<file path="config.mk">
export PLATFORM = sky130hd
export DESIGN_NAME = matmul2x2_arbiter_flat
export DESIGN_NICKNAME = d
export VERILOG_FILES = /design/src/rtl/matmul2x2_arbiter_if.sv /design/src/rtl/matmul2x2_arbiter.sv /design/src/flat_wrapper.sv
export SDC_FILE = /design/constraint.sdc
export NUM_CORES = 1
export LEC_CHECK = 0
export BUFFER_PORTS_ARGS = -buffer_cell sky130_fd_sc_hd__buf_2
export CORE_AREA = 3 3 456 458
export CTS_CLUSTER_SIZE = 16
export DETAILED_ROUTE_END_ITERATION = 10
export DIE_AREA = 0 0 459 461
export GPL_TIMING_DRIVEN = 0
export SLEW_MARGIN = 20
export SYNTH_ARGS = -nofsm -noshare
export SYNTH_HDL_FRONTEND = slang
export SYNTH_SLANG_ARGS = --single-unit
</file>
<file path="constraint.sdc">
create_clock -name input_Clk -period 3.2 [get_ports input_Clk]
set_clock_uncertainty 0.2 [all_clocks]
set_input_delay 0.64 -clock input_Clk [delete_from_list [all_inputs] [get_ports input_Clk]]
set_output_delay 0.64 -clock input_Clk [all_outputs]
set_load 0.01 [all_outputs]
</file>
<file path="src/rtl/matmul2x2_arbiter_if.sv">
`timescale 1ns/1ps
`default_nettype none
// ============================================================================
// Module   : matmul2x2_arbiter_if
// Purpose  : Requester and engine handshake bundle for the 2x2 matmul arbiter.
// Revision : 1.0 - initial release
// ============================================================================
interface matmul2x2_arbiter_if;
  logic         rq0_Stable;
  logic [127:0] rq0_A;
  logic [127:0] rq0_B;
  logic         rq0_AB_Ack;
  logic [127:0] rq0_C;
  logic         rq0_C_Stable;
  logic         rq0_C_Ack;

  logic         rq1_Stable;
  logic [127:0] rq1_A;
  logic [127:0] rq1_B;
  logic         rq1_AB_Ack;
  logic [127:0] rq1_C;
  logic         rq1_C_Stable;
  logic         rq1_C_Ack;

  logic [127:0] eng_A;
  logic [127:0] eng_B;
  logic         eng_Stable;
  logic [127:0] eng_C;
  logic         eng_Done;
  logic         eng_C_Ack;

  logic         busy;
  logic         grant;
  logic         err;

  // Arbiter side
  modport master (
    input  rq0_Stable, rq0_A, rq0_B, rq0_C_Ack,
    input  rq1_Stable, rq1_A, rq1_B, rq1_C_Ack,
    input  eng_C, eng_Done,
    output rq0_AB_Ack, rq0_C, rq0_C_Stable,
    output rq1_AB_Ack, rq1_C, rq1_C_Stable,
    output eng_A, eng_B, eng_Stable, eng_C_Ack,
    output busy, grant, err
  );

  // Client and engine side
  modport slave (
    output rq0_Stable, rq0_A, rq0_B, rq0_C_Ack,
    output rq1_Stable, rq1_A, rq1_B, rq1_C_Ack,
    output eng_C, eng_Done,
    input  rq0_AB_Ack, rq0_C, rq0_C_Stable,
    input  rq1_AB_Ack, rq1_C, rq1_C_Stable,
    input  eng_A, eng_B, eng_Stable, eng_C_Ack,
    input  busy, grant, err
  );
endinterface
`default_nettype wire

</file>
<file path="src/rtl/matmul2x2_arbiter.sv">
`timescale 1ns/1ps
`default_nettype none
// ============================================================================
// Module   : matmul2x2_arbiter
// Purpose  : Round-robin sharing of one 2x2 matmul engine between two requesters.
// Revision : 1.0 - initial release
// ============================================================================
module matmul2x2_arbiter #(
  parameter int TIMEOUT = 1024,
  parameter int TW      = 11
) (
  input  logic                  input_Clk,
  input  logic                  input_Reset,
  matmul2x2_arbiter_if.master   bus
);

  typedef enum logic [1:0] {
    ST_IDLE    = 2'd0,
    ST_ISSUE   = 2'd1,
    ST_RELEASE = 2'd2,
    ST_DELIVER = 2'd3
  } state_t;

  localparam logic [TW-1:0] c_timeout_last = TW'(TIMEOUT - 1);

  state_t       r_state,        w_state;
  logic         r_last,         w_last;
  logic [TW-1:0] r_timer,       w_timer;
  logic         r_grant,        w_grant;
  logic         r_busy,         w_busy;
  logic         r_err,          w_err;
  logic         r_eng_stable,   w_eng_stable;
  logic         r_eng_c_ack,    w_eng_c_ack;
  logic [127:0] r_eng_a,        w_eng_a;
  logic [127:0] r_eng_b,        w_eng_b;
  logic         r_rq0_ab_ack,   w_rq0_ab_ack;
  logic         r_rq1_ab_ack,   w_rq1_ab_ack;
  logic [127:0] r_rq0_c,        w_rq0_c;
  logic [127:0] r_rq1_c,        w_rq1_c;
  logic         r_rq0_c_stable, w_rq0_c_stable;
  logic         r_rq1_c_stable, w_rq1_c_stable;

  logic         w_sel;
  logic         w_own_c_ack;
  logic         w_timeout;
  logic         w_abort;

  always_comb begin
    w_state        = r_state;
    w_last         = r_last;
    w_timer        = r_timer;
    w_grant        = r_grant;
    w_busy         = r_busy;
    w_err          = r_err;
    w_eng_stable   = r_eng_stable;
    w_eng_c_ack    = r_eng_c_ack;
    w_eng_a        = r_eng_a;
    w_eng_b        = r_eng_b;
    w_rq0_ab_ack   = 1'b0;
    w_rq1_ab_ack   = 1'b0;
    w_rq0_c        = r_rq0_c;
    w_rq1_c        = r_rq1_c;
    w_rq0_c_stable = r_rq0_c_stable;
    w_rq1_c_stable = r_rq1_c_stable;
    w_abort        = 1'b0;

    // Contention goes to whoever was not served last
    w_sel       = (bus.rq0_Stable && bus.rq1_Stable) ? ~r_last : bus.rq1_Stable;
    w_own_c_ack = r_grant ? bus.rq1_C_Ack : bus.rq0_C_Ack;
    w_timeout   = (r_timer == c_timeout_last);

    case (r_state)
      ST_IDLE: begin
        if (bus.rq0_Stable || bus.rq1_Stable) begin
          w_eng_a      = w_sel ? bus.rq1_A : bus.rq0_A;
          w_eng_b      = w_sel ? bus.rq1_B : bus.rq0_B;
          w_rq0_ab_ack = ~w_sel;
          w_rq1_ab_ack = w_sel;
          w_eng_stable = 1'b1;
          w_grant      = w_sel;
          w_busy       = 1'b1;
          w_timer      = '0;
          w_state      = ST_ISSUE;
        end
      end

      ST_ISSUE: begin
        w_timer = r_timer + TW'(1);
        if (bus.eng_Done) begin
          if (r_grant) begin
            w_rq1_c = bus.eng_C;
          end else begin
            w_rq0_c = bus.eng_C;
          end
          w_eng_stable = 1'b0;
          w_eng_c_ack  = 1'b1;
          w_timer      = '0;
          w_state      = ST_RELEASE;
        end else if (w_timeout) begin
          w_abort = 1'b1;
        end
      end

      ST_RELEASE: begin
        w_timer = r_timer + TW'(1);
        if (!bus.eng_Done) begin
          w_eng_c_ack = 1'b0;
          if (r_grant) begin
            w_rq1_c_stable = 1'b1;
          end else begin
            w_rq0_c_stable = 1'b1;
          end
          w_state = ST_DELIVER;
        end else if (w_timeout) begin
          w_abort = 1'b1;
        end
      end

      ST_DELIVER: begin
        if (w_own_c_ack) begin
          w_rq0_c_stable = 1'b0;
          w_rq1_c_stable = 1'b0;
          w_last         = r_grant;
          w_busy         = 1'b0;
          w_state        = ST_IDLE;
        end
      end

      default: begin
        w_state = ST_IDLE;
      end
    endcase

    // A stuck engine still yields a (zeroed) result so the client never hangs
    if (w_abort) begin
      w_err        = 1'b1;
      w_eng_stable = 1'b0;
      w_eng_c_ack  = 1'b0;
      w_timer      = '0;
      if (r_grant) begin
        w_rq1_c        = '0;
        w_rq1_c_stable = 1'b1;
      end else begin
        w_rq0_c        = '0;
        w_rq0_c_stable = 1'b1;
      end
      w_state = ST_DELIVER;
    end
  end

  always_ff @(posedge input_Clk or negedge input_Reset) begin
    if (!input_Reset) begin
      r_state        <= ST_IDLE;
      r_last         <= 1'b1;
      r_timer        <= '0;
      r_grant        <= 1'b0;
      r_busy         <= 1'b0;
      r_err          <= 1'b0;
      r_eng_stable   <= 1'b0;
      r_eng_c_ack    <= 1'b0;
      r_eng_a        <= '0;
      r_eng_b        <= '0;
      r_rq0_ab_ack   <= 1'b0;
      r_rq1_ab_ack   <= 1'b0;
      r_rq0_c        <= '0;
      r_rq1_c        <= '0;
      r_rq0_c_stable <= 1'b0;
      r_rq1_c_stable <= 1'b0;
    end else begin
      r_state        <= w_state;
      r_last         <= w_last;
      r_timer        <= w_timer;
      r_grant        <= w_grant;
      r_busy         <= w_busy;
      r_err          <= w_err;
      r_eng_stable   <= w_eng_stable;
      r_eng_c_ack    <= w_eng_c_ack;
      r_eng_a        <= w_eng_a;
      r_eng_b        <= w_eng_b;
      r_rq0_ab_ack   <= w_rq0_ab_ack;
      r_rq1_ab_ack   <= w_rq1_ab_ack;
      r_rq0_c        <= w_rq0_c;
      r_rq1_c        <= w_rq1_c;
      r_rq0_c_stable <= w_rq0_c_stable;
      r_rq1_c_stable <= w_rq1_c_stable;
    end
  end

  assign bus.rq0_AB_Ack   = r_rq0_ab_ack;
  assign bus.rq0_C        = r_rq0_c;
  assign bus.rq0_C_Stable = r_rq0_c_stable;
  assign bus.rq1_AB_Ack   = r_rq1_ab_ack;
  assign bus.rq1_C        = r_rq1_c;
  assign bus.rq1_C_Stable = r_rq1_c_stable;
  assign bus.eng_A        = r_eng_a;
  assign bus.eng_B        = r_eng_b;
  assign bus.eng_Stable   = r_eng_stable;
  assign bus.eng_C_Ack    = r_eng_c_ack;
  assign bus.busy         = r_busy;
  assign bus.grant        = r_grant;
  assign bus.err          = r_err;

endmodule
`default_nettype wire

</file>
<file path="src/flat_wrapper.sv">
// flat-port wrapper written by rule: the top's interface ports become plain ports
module matmul2x2_arbiter_flat 
#(
  parameter int TIMEOUT = 1024,
  parameter int TW      = 11
)
  (input_Clk, input_Reset, bus_rq0_Stable, bus_rq0_A, bus_rq0_B, bus_rq0_C_Ack, bus_rq1_Stable, bus_rq1_A, bus_rq1_B, bus_rq1_C_Ack, bus_eng_C, bus_eng_Done, bus_rq0_AB_Ack, bus_rq0_C, bus_rq0_C_Stable, bus_rq1_AB_Ack, bus_rq1_C, bus_rq1_C_Stable, bus_eng_A, bus_eng_B, bus_eng_Stable, bus_eng_C_Ack, bus_busy, bus_grant, bus_err);
  matmul2x2_arbiter_if bus_i ();
  input  logic input_Clk;
  input  logic input_Reset;
  input wire logic [$bits(bus_i.rq0_Stable)-1:0] bus_rq0_Stable;
  input wire logic [$bits(bus_i.rq0_A)-1:0] bus_rq0_A;
  input wire logic [$bits(bus_i.rq0_B)-1:0] bus_rq0_B;
  input wire logic [$bits(bus_i.rq0_C_Ack)-1:0] bus_rq0_C_Ack;
  input wire logic [$bits(bus_i.rq1_Stable)-1:0] bus_rq1_Stable;
  input wire logic [$bits(bus_i.rq1_A)-1:0] bus_rq1_A;
  input wire logic [$bits(bus_i.rq1_B)-1:0] bus_rq1_B;
  input wire logic [$bits(bus_i.rq1_C_Ack)-1:0] bus_rq1_C_Ack;
  input wire logic [$bits(bus_i.eng_C)-1:0] bus_eng_C;
  input wire logic [$bits(bus_i.eng_Done)-1:0] bus_eng_Done;
  output wire logic [$bits(bus_i.rq0_AB_Ack)-1:0] bus_rq0_AB_Ack;
  output wire logic [$bits(bus_i.rq0_C)-1:0] bus_rq0_C;
  output wire logic [$bits(bus_i.rq0_C_Stable)-1:0] bus_rq0_C_Stable;
  output wire logic [$bits(bus_i.rq1_AB_Ack)-1:0] bus_rq1_AB_Ack;
  output wire logic [$bits(bus_i.rq1_C)-1:0] bus_rq1_C;
  output wire logic [$bits(bus_i.rq1_C_Stable)-1:0] bus_rq1_C_Stable;
  output wire logic [$bits(bus_i.eng_A)-1:0] bus_eng_A;
  output wire logic [$bits(bus_i.eng_B)-1:0] bus_eng_B;
  output wire logic [$bits(bus_i.eng_Stable)-1:0] bus_eng_Stable;
  output wire logic [$bits(bus_i.eng_C_Ack)-1:0] bus_eng_C_Ack;
  output wire logic [$bits(bus_i.busy)-1:0] bus_busy;
  output wire logic [$bits(bus_i.grant)-1:0] bus_grant;
  output wire logic [$bits(bus_i.err)-1:0] bus_err;
  assign bus_i.rq0_Stable = bus_rq0_Stable;
  assign bus_i.rq0_A = bus_rq0_A;
  assign bus_i.rq0_B = bus_rq0_B;
  assign bus_i.rq0_C_Ack = bus_rq0_C_Ack;
  assign bus_i.rq1_Stable = bus_rq1_Stable;
  assign bus_i.rq1_A = bus_rq1_A;
  assign bus_i.rq1_B = bus_rq1_B;
  assign bus_i.rq1_C_Ack = bus_rq1_C_Ack;
  assign bus_i.eng_C = bus_eng_C;
  assign bus_i.eng_Done = bus_eng_Done;
  assign bus_rq0_AB_Ack = bus_i.rq0_AB_Ack;
  assign bus_rq0_C = bus_i.rq0_C;
  assign bus_rq0_C_Stable = bus_i.rq0_C_Stable;
  assign bus_rq1_AB_Ack = bus_i.rq1_AB_Ack;
  assign bus_rq1_C = bus_i.rq1_C;
  assign bus_rq1_C_Stable = bus_i.rq1_C_Stable;
  assign bus_eng_A = bus_i.eng_A;
  assign bus_eng_B = bus_i.eng_B;
  assign bus_eng_Stable = bus_i.eng_Stable;
  assign bus_eng_C_Ack = bus_i.eng_C_Ack;
  assign bus_busy = bus_i.busy;
  assign bus_grant = bus_i.grant;
  assign bus_err = bus_i.err;
  matmul2x2_arbiter #(.TIMEOUT(TIMEOUT), .TW(TW)) u_core (.input_Clk(input_Clk), .input_Reset(input_Reset), .bus(bus_i));
endmodule
</file>
# --- Word-level counts from Yosys, hierarchy flattened ---
# Index checks and enable logic that the tools add are counted.
# W data, S select, Z words.
op_classes:
  n_addsub: 1
  n_eq_ne: 10
  n_mux: 54
  bitwise_logic: 2
  n_reduce_logical: 14
ops:
  columns: ["op", "n"]
  rows:
  - ["$mux W128", 12]
  - ["$mux W11", 3]
  - ["$pmux W11 S3", 1]
  - ["$mux W1", 26]
  - ["$pmux W1 S2", 6]
  - ["$add A11 B1 Y11 const B", 1]
  - ["$eq A11 B10 Y1 const B", 1]
  - ["$mux W2", 5]
  - ["$reduce_and A3 Y1", 3]
  - ["$pmux W2 S4", 1]
  - ["$ne A3 B1 Y1 const B", 2]
  - ["$ne A3 B2 Y1 const B", 2]
  - ["$reduce_and A2 Y1", 3]
  - ["$reduce_bool A3 Y1", 2]
  - ["$eq A2 B2 Y1 const B", 2]
  - ["$ne A2 B1 Y1 const B", 2]
  - ["$reduce_and A4 Y1", 1]
  - ["$reduce_bool A4 Y1", 1]
  - ["$eq A2 B1 Y1 const B", 1]
  - ["$logic_not A2 Y1", 1]
  - ["$not A1 Y1", 2]
  - ["$reduce_bool A2 Y1", 1]
  - ["$logic_and A1 B1 Y1", 1]
  - ["$logic_or A1 B1 Y1", 1]
totals:
  regBits: 535
  out_inout_bits: 521
  wordCells: 97

# --- Depth between registers and ports, before layout ---
depth:
  depth_word: 6
  mapped_depth: 8

# --- Worst setup path after synthesis ---
# OpenSTA, ideal clock, no wires.
synth_timing:
  kind: "input to register"
  start: "in bus_eng_Done"
  end: "reg (tool-made name)"
  setup_ps: 121
  t_arrival_ps: 2199
  t_required_ps: 2879
  slack_ps: 680
  path_stages: 7
  path_cell_list: "buf_4 > mux2i_1 > or4_4 > and3_4 > buf_6 > buf_6 > a22o_1"
synth_rtl:
  columns: ["item", "line_no", "source"]
  rows:
  - ["start, declared", "flat_wrapper.sv:20", "input wire logic [$bits(bus_i.eng_Done)-1:0] bus_eng_Done;"]

# --- Worst setup path after layout ---
layout_timing:
  start: "in u_core.r_last"
  end: "reg u_core.r_eng_b[5] (netlist: u_core.bus.eng_B[5])"
layout_between:
  elab_chain_cells: 3
layout_lines:
  columns: ["item", "line_no", "source"]
  rows:
  - ["start, declared", "matmul2x2_arbiter.sv:27", "logic r_last, w_last;"]
  - ["$not A1 Y1", "matmul2x2_arbiter.sv:68", "w_sel = (bus.rq0_Stable && bus.rq1_Stable) ? ~r_last : bus.rq1_Stable;"]
  - ["$mux W1", "matmul2x2_arbiter.sv:68", null]
  - ["$mux W128", "matmul2x2_arbiter.sv:76", "w_eng_b = w_sel ? bus.rq1_B : bus.rq0_B;"]
  - ["end signal, assigned", "matmul2x2_arbiter.sv:179", "r_eng_b <= w_eng_b;"]
  - ["end, declared", "matmul2x2_arbiter.sv:35", "logic [127:0] r_eng_b, w_eng_b;"]
# No other way between the ends.
# A chain may end at the register's enable or synchronous reset.

==> results.toml <==
[route]
vias = 24800
drt_pass1_iterations = 11
vias_per_cell = 3.93
wl_per_cell_um = 30.2
drtIter0Drc = 3226
wl_mm = 191
postRouteAntennaNets = 0
drc = 16

[worst_setup_path]
required_ns = 3.60
crit_arrival_ns = 3.51
path_max_fanout = 10
cp-start-kind = "register"
worst_setup_path_end_kind = "register"
critical_path_class = "reg2reg"

[power]
intPower_mw = 20.8
combPwrFrac_pct = 44.1
switchingPower_mw = 15.2
vdd_drop_max_uv = 465
p_sw_share_pct = 42.1
power_frac_clock_pct = 22.1
p_per_area_nw_per_um2 = 927
leakage_nw = 20.0
p_seq_share_pct = 33.8

[synth]
synth_simple_gate_area_share_pct = 3.67
synthMuxAreaShare_pct = 6.19
synth_top_family_by_area = "compound AO/OA/AOI/OAI gates"
ys_async_sr_fraction_pct = 100
synth_compound_area_share_pct = 18.5
ys.flop_type = "dfrtp_1"
synthXorXnorAreaFrac_pct = 0.248
syn_inst = 1695
avgSynthCellArea_um2 = 12.5
synth.ff_latch_count = 535
yosysSeqAreaShare_pct = 63.2
syn_nets = 2348
yosys_warnings = 0
synth_cell_type_count = 42
synth-edff-count = 0
synth_area_um2 = 21200
synthAdderAreaFrac_pct = 0.354

[hold_path]
hold_class = "in2reg"

[finish]
drive_above_1_share_pct = 38.9
fin_cells = 6308
area_growth_pct = 83.2
fin_util_pct = 19.0
num-fill-cells = 22400
nets = 4154

[placement]
gp_congestion = 0.975
place.port_buffers = 1166
dp.cells = 5558
dp_hpwl_mm = 162
place_ws_ns = -0.910

[cts]
h-tree-depth = 3
clock_sinks = 535
cts_buffer_depth = 3
numCtsBuffers = 68
cts_tree = "done"
clock-root-buffer = "clkbuf_16"
clk_pin_slew_ns = 0.06
clock_latency_ns = 0.67

[sta]
fin_crit_ns = 3.11
final_hold_viol_count = 0
grt_setup_unrepaired = "no"
post-route-period-util_pct = 97.1
tightest_slew_ns = 0.893
fmax_mhz = 322
final.setup.tns_ns = 0
setup_viol = 0
finalWorstSetupSlack_ns = 0.0944
slew_headroom_pct = 40.5
maxSlewViolCount = 0
hold-worst-slack_ns = 0.0561

[floorplan]
core.rowCount = 166
die_area_um2 = 212000
die_w_um = 459
initial_core_util_pct = 10.4
io_pins = 1168
die_h_um = 461
core-area_um2 = 204000

[global_route]
antenna_found_initial = 205
grt_pass1_vias = 24300
grtUsageTotal_pct = 17.1
overflow = 0
grt_pass1_wl_mm = 241
grt_max_degree = 98

[run_status]
status = "complete, but fails checks"
violations = "DRC"

[flow_run]
max-cap-violations = 0
==> power groups by stage <==
stage	Combinational [mW]	Sequential, mW	Clock [mW]
final	15.9	12.2	7.96
after global routing	16.9	12.4	8.40
after CTS	15.8	12.1	8.20
after detailed placement	15.0	12.1	0
after global placement	14.7	12.0	0
after floorplan	5.56	13.3	0
==> worst paths after layout <==
path                                                    from                                 to  slack [ns]  depth (start not counted)
max                                u_core.r_last$_DFFE_PN1P_    u_core.bus.eng_B[5]$_DFFE_PN0P_        0.09                          7
min                                            bus_rq1_A[78]   u_core.bus.eng_A[78]$_DFFE_PN0P_        0.06                          3
max reg2reg                        u_core.r_last$_DFFE_PN1P_    u_core.bus.eng_B[5]$_DFFE_PN0P_        0.09                          7
min reg2reg                u_core.bus.eng_B[127]$_DFFE_PN0P_  u_core.bus.eng_B[127]$_DFFE_PN0P_        0.28                          2
max in group asynchronous                        input_Reset   u_core.bus.eng_B[76]$_DFFE_PN0P_        0.71                          5
min in group asynchronous                        input_Reset         asynchronous set/reset pin        0.29                          2
==> cell usage after synthesis (2+ instances only) <==
cell | count | share of area (%)
o211ai_1 | 4 | 0.14
nand2_1 | 12 | 0.21
o31ai_1 | 2 | 0.071
and2_1 | 2 | 0.059
a21o_1 | 2 | 0.071
a22o_1 | 128 | 5.3
o21ai_1 | 2 | 0.047
clkbuf_1 | 88 | 1.6
nand4_1 | 5 | 0.15
nand3b_1 | 2 | 0.071
ha_1 | 6 | 0.35
mux2i_1 | 131 | 6.2
a222oi_1 | 255 | 12
nor2_1 | 145 | 2.6
buf_1 | 15 | 0.27
nor2b_1 | 5 | 0.15
buf_6 | 14 | 0.74
nand3_1 | 2 | 0.047
dfrtp_1 | 534 | 63
a22oi_1 | 2 | 0.071
a21oi_1 | 9 | 0.21
inv_1 | 262 | 4.6
o21ai_0 | 17 | 0.40
buf_2 | 27 | 0.64
xor2_1 | 5 | 0.21
nor4_1 | 3 | 0.089
==> metrics by stage <==
step	power (mW)	area, µm²
after detailed placement	27.1	30700
final	36.0	38800
after global routing	37.7	38700
after CTS	36.0	38600
after floorplan	18.8	21200
after global placement	26.7	30400
==> critical path, stage by stage (launching register included) <==
cell and delay [ns]:
dfstp_2 0.38, a21boi_2 0.45, and2_1 0.21, clkbuf_1 0.47
clkbuf_4 0.48, clkbuf_1 0.48, a222oi_1 0.23, inv_1 0.10
==> logic make-up (layout without fill, tap and decap cells) <==
family,after synthesis,count (layout)
flops,535,535
compound gates,425,425
buf+inv,407,2262
simple gates,185,185
mux,131,131
fa+ha+maj,6,6
xor+xnor,6,6
other cells,0,70
==> cell usage in the layout (no fill, tap or decap), types with 3 or more instances in the layout <==
cell	netlist	final
a21oi_1	9	9
a222oi_1	255	255
a22o_1	128	128
buf_1	15	14
buf_16	0	8
buf_2	27	1188
buf_4	1	4
buf_6	14	16
bufinv_16	0	3
clkbuf_1	88	54
clkbuf_16	0	69
clkbuf_2	0	39
clkbuf_4	0	6
clkbuf_8	0	16
clkinv_2	0	9
clkinvlp_4	0	3
dfrtp_1	534	534
diode_2	0	70
dlygate4sd3_1	0	561
ha_1	6	6
inv_1	262	262
inv_6	0	3
mux2i_1	131	130
nand2_1	12	12
nand4_1	5	5
nor2_1	145	144
nor2b_1	5	5
o211ai_1	4	4
o21ai_0	17	17
xor2_1	5	5
==> cell type report <==
class	instances	area, µm²	share of cell area, %
sequential	535	13400	34.5
buffer	145	772	1.99
tap	2688	3360	8.66
clock buffer	95	1980	5.11
clock inverter	24	284	0.731
inverter	262	983	2.53
antenna	70	175	0.451
timing repair buffer	1736	11700	30.1
multi-input combinational	753	6180	15.9
==> layer usage <==
metal | GRT usage, % | share of wire (%) | vias to the layer above | routed length, µm
met4 | 9.02 | 6.6 | 98 | 12500
met1 | 18.3 | 35 | 12100 | 66900
li1 | - | - | 10000 | -
met3 | 6.87 | 11 | 593 | 20800
met2 | 29.0 | 47 | 1987 | 89600
met5 | 0.804 | 0.38 | - | 728
==> repair_timing <==
item | in CTS | in global routing
endpoints found under the hold margin | 402 | 0
resized for setup | 22 | 54
buffers inserted | 0 | 0
hold buffers | 561 | 0
endpoints found under the setup margin | 386 | 331
Note: power is estimated with default switching activity, not from simulation.
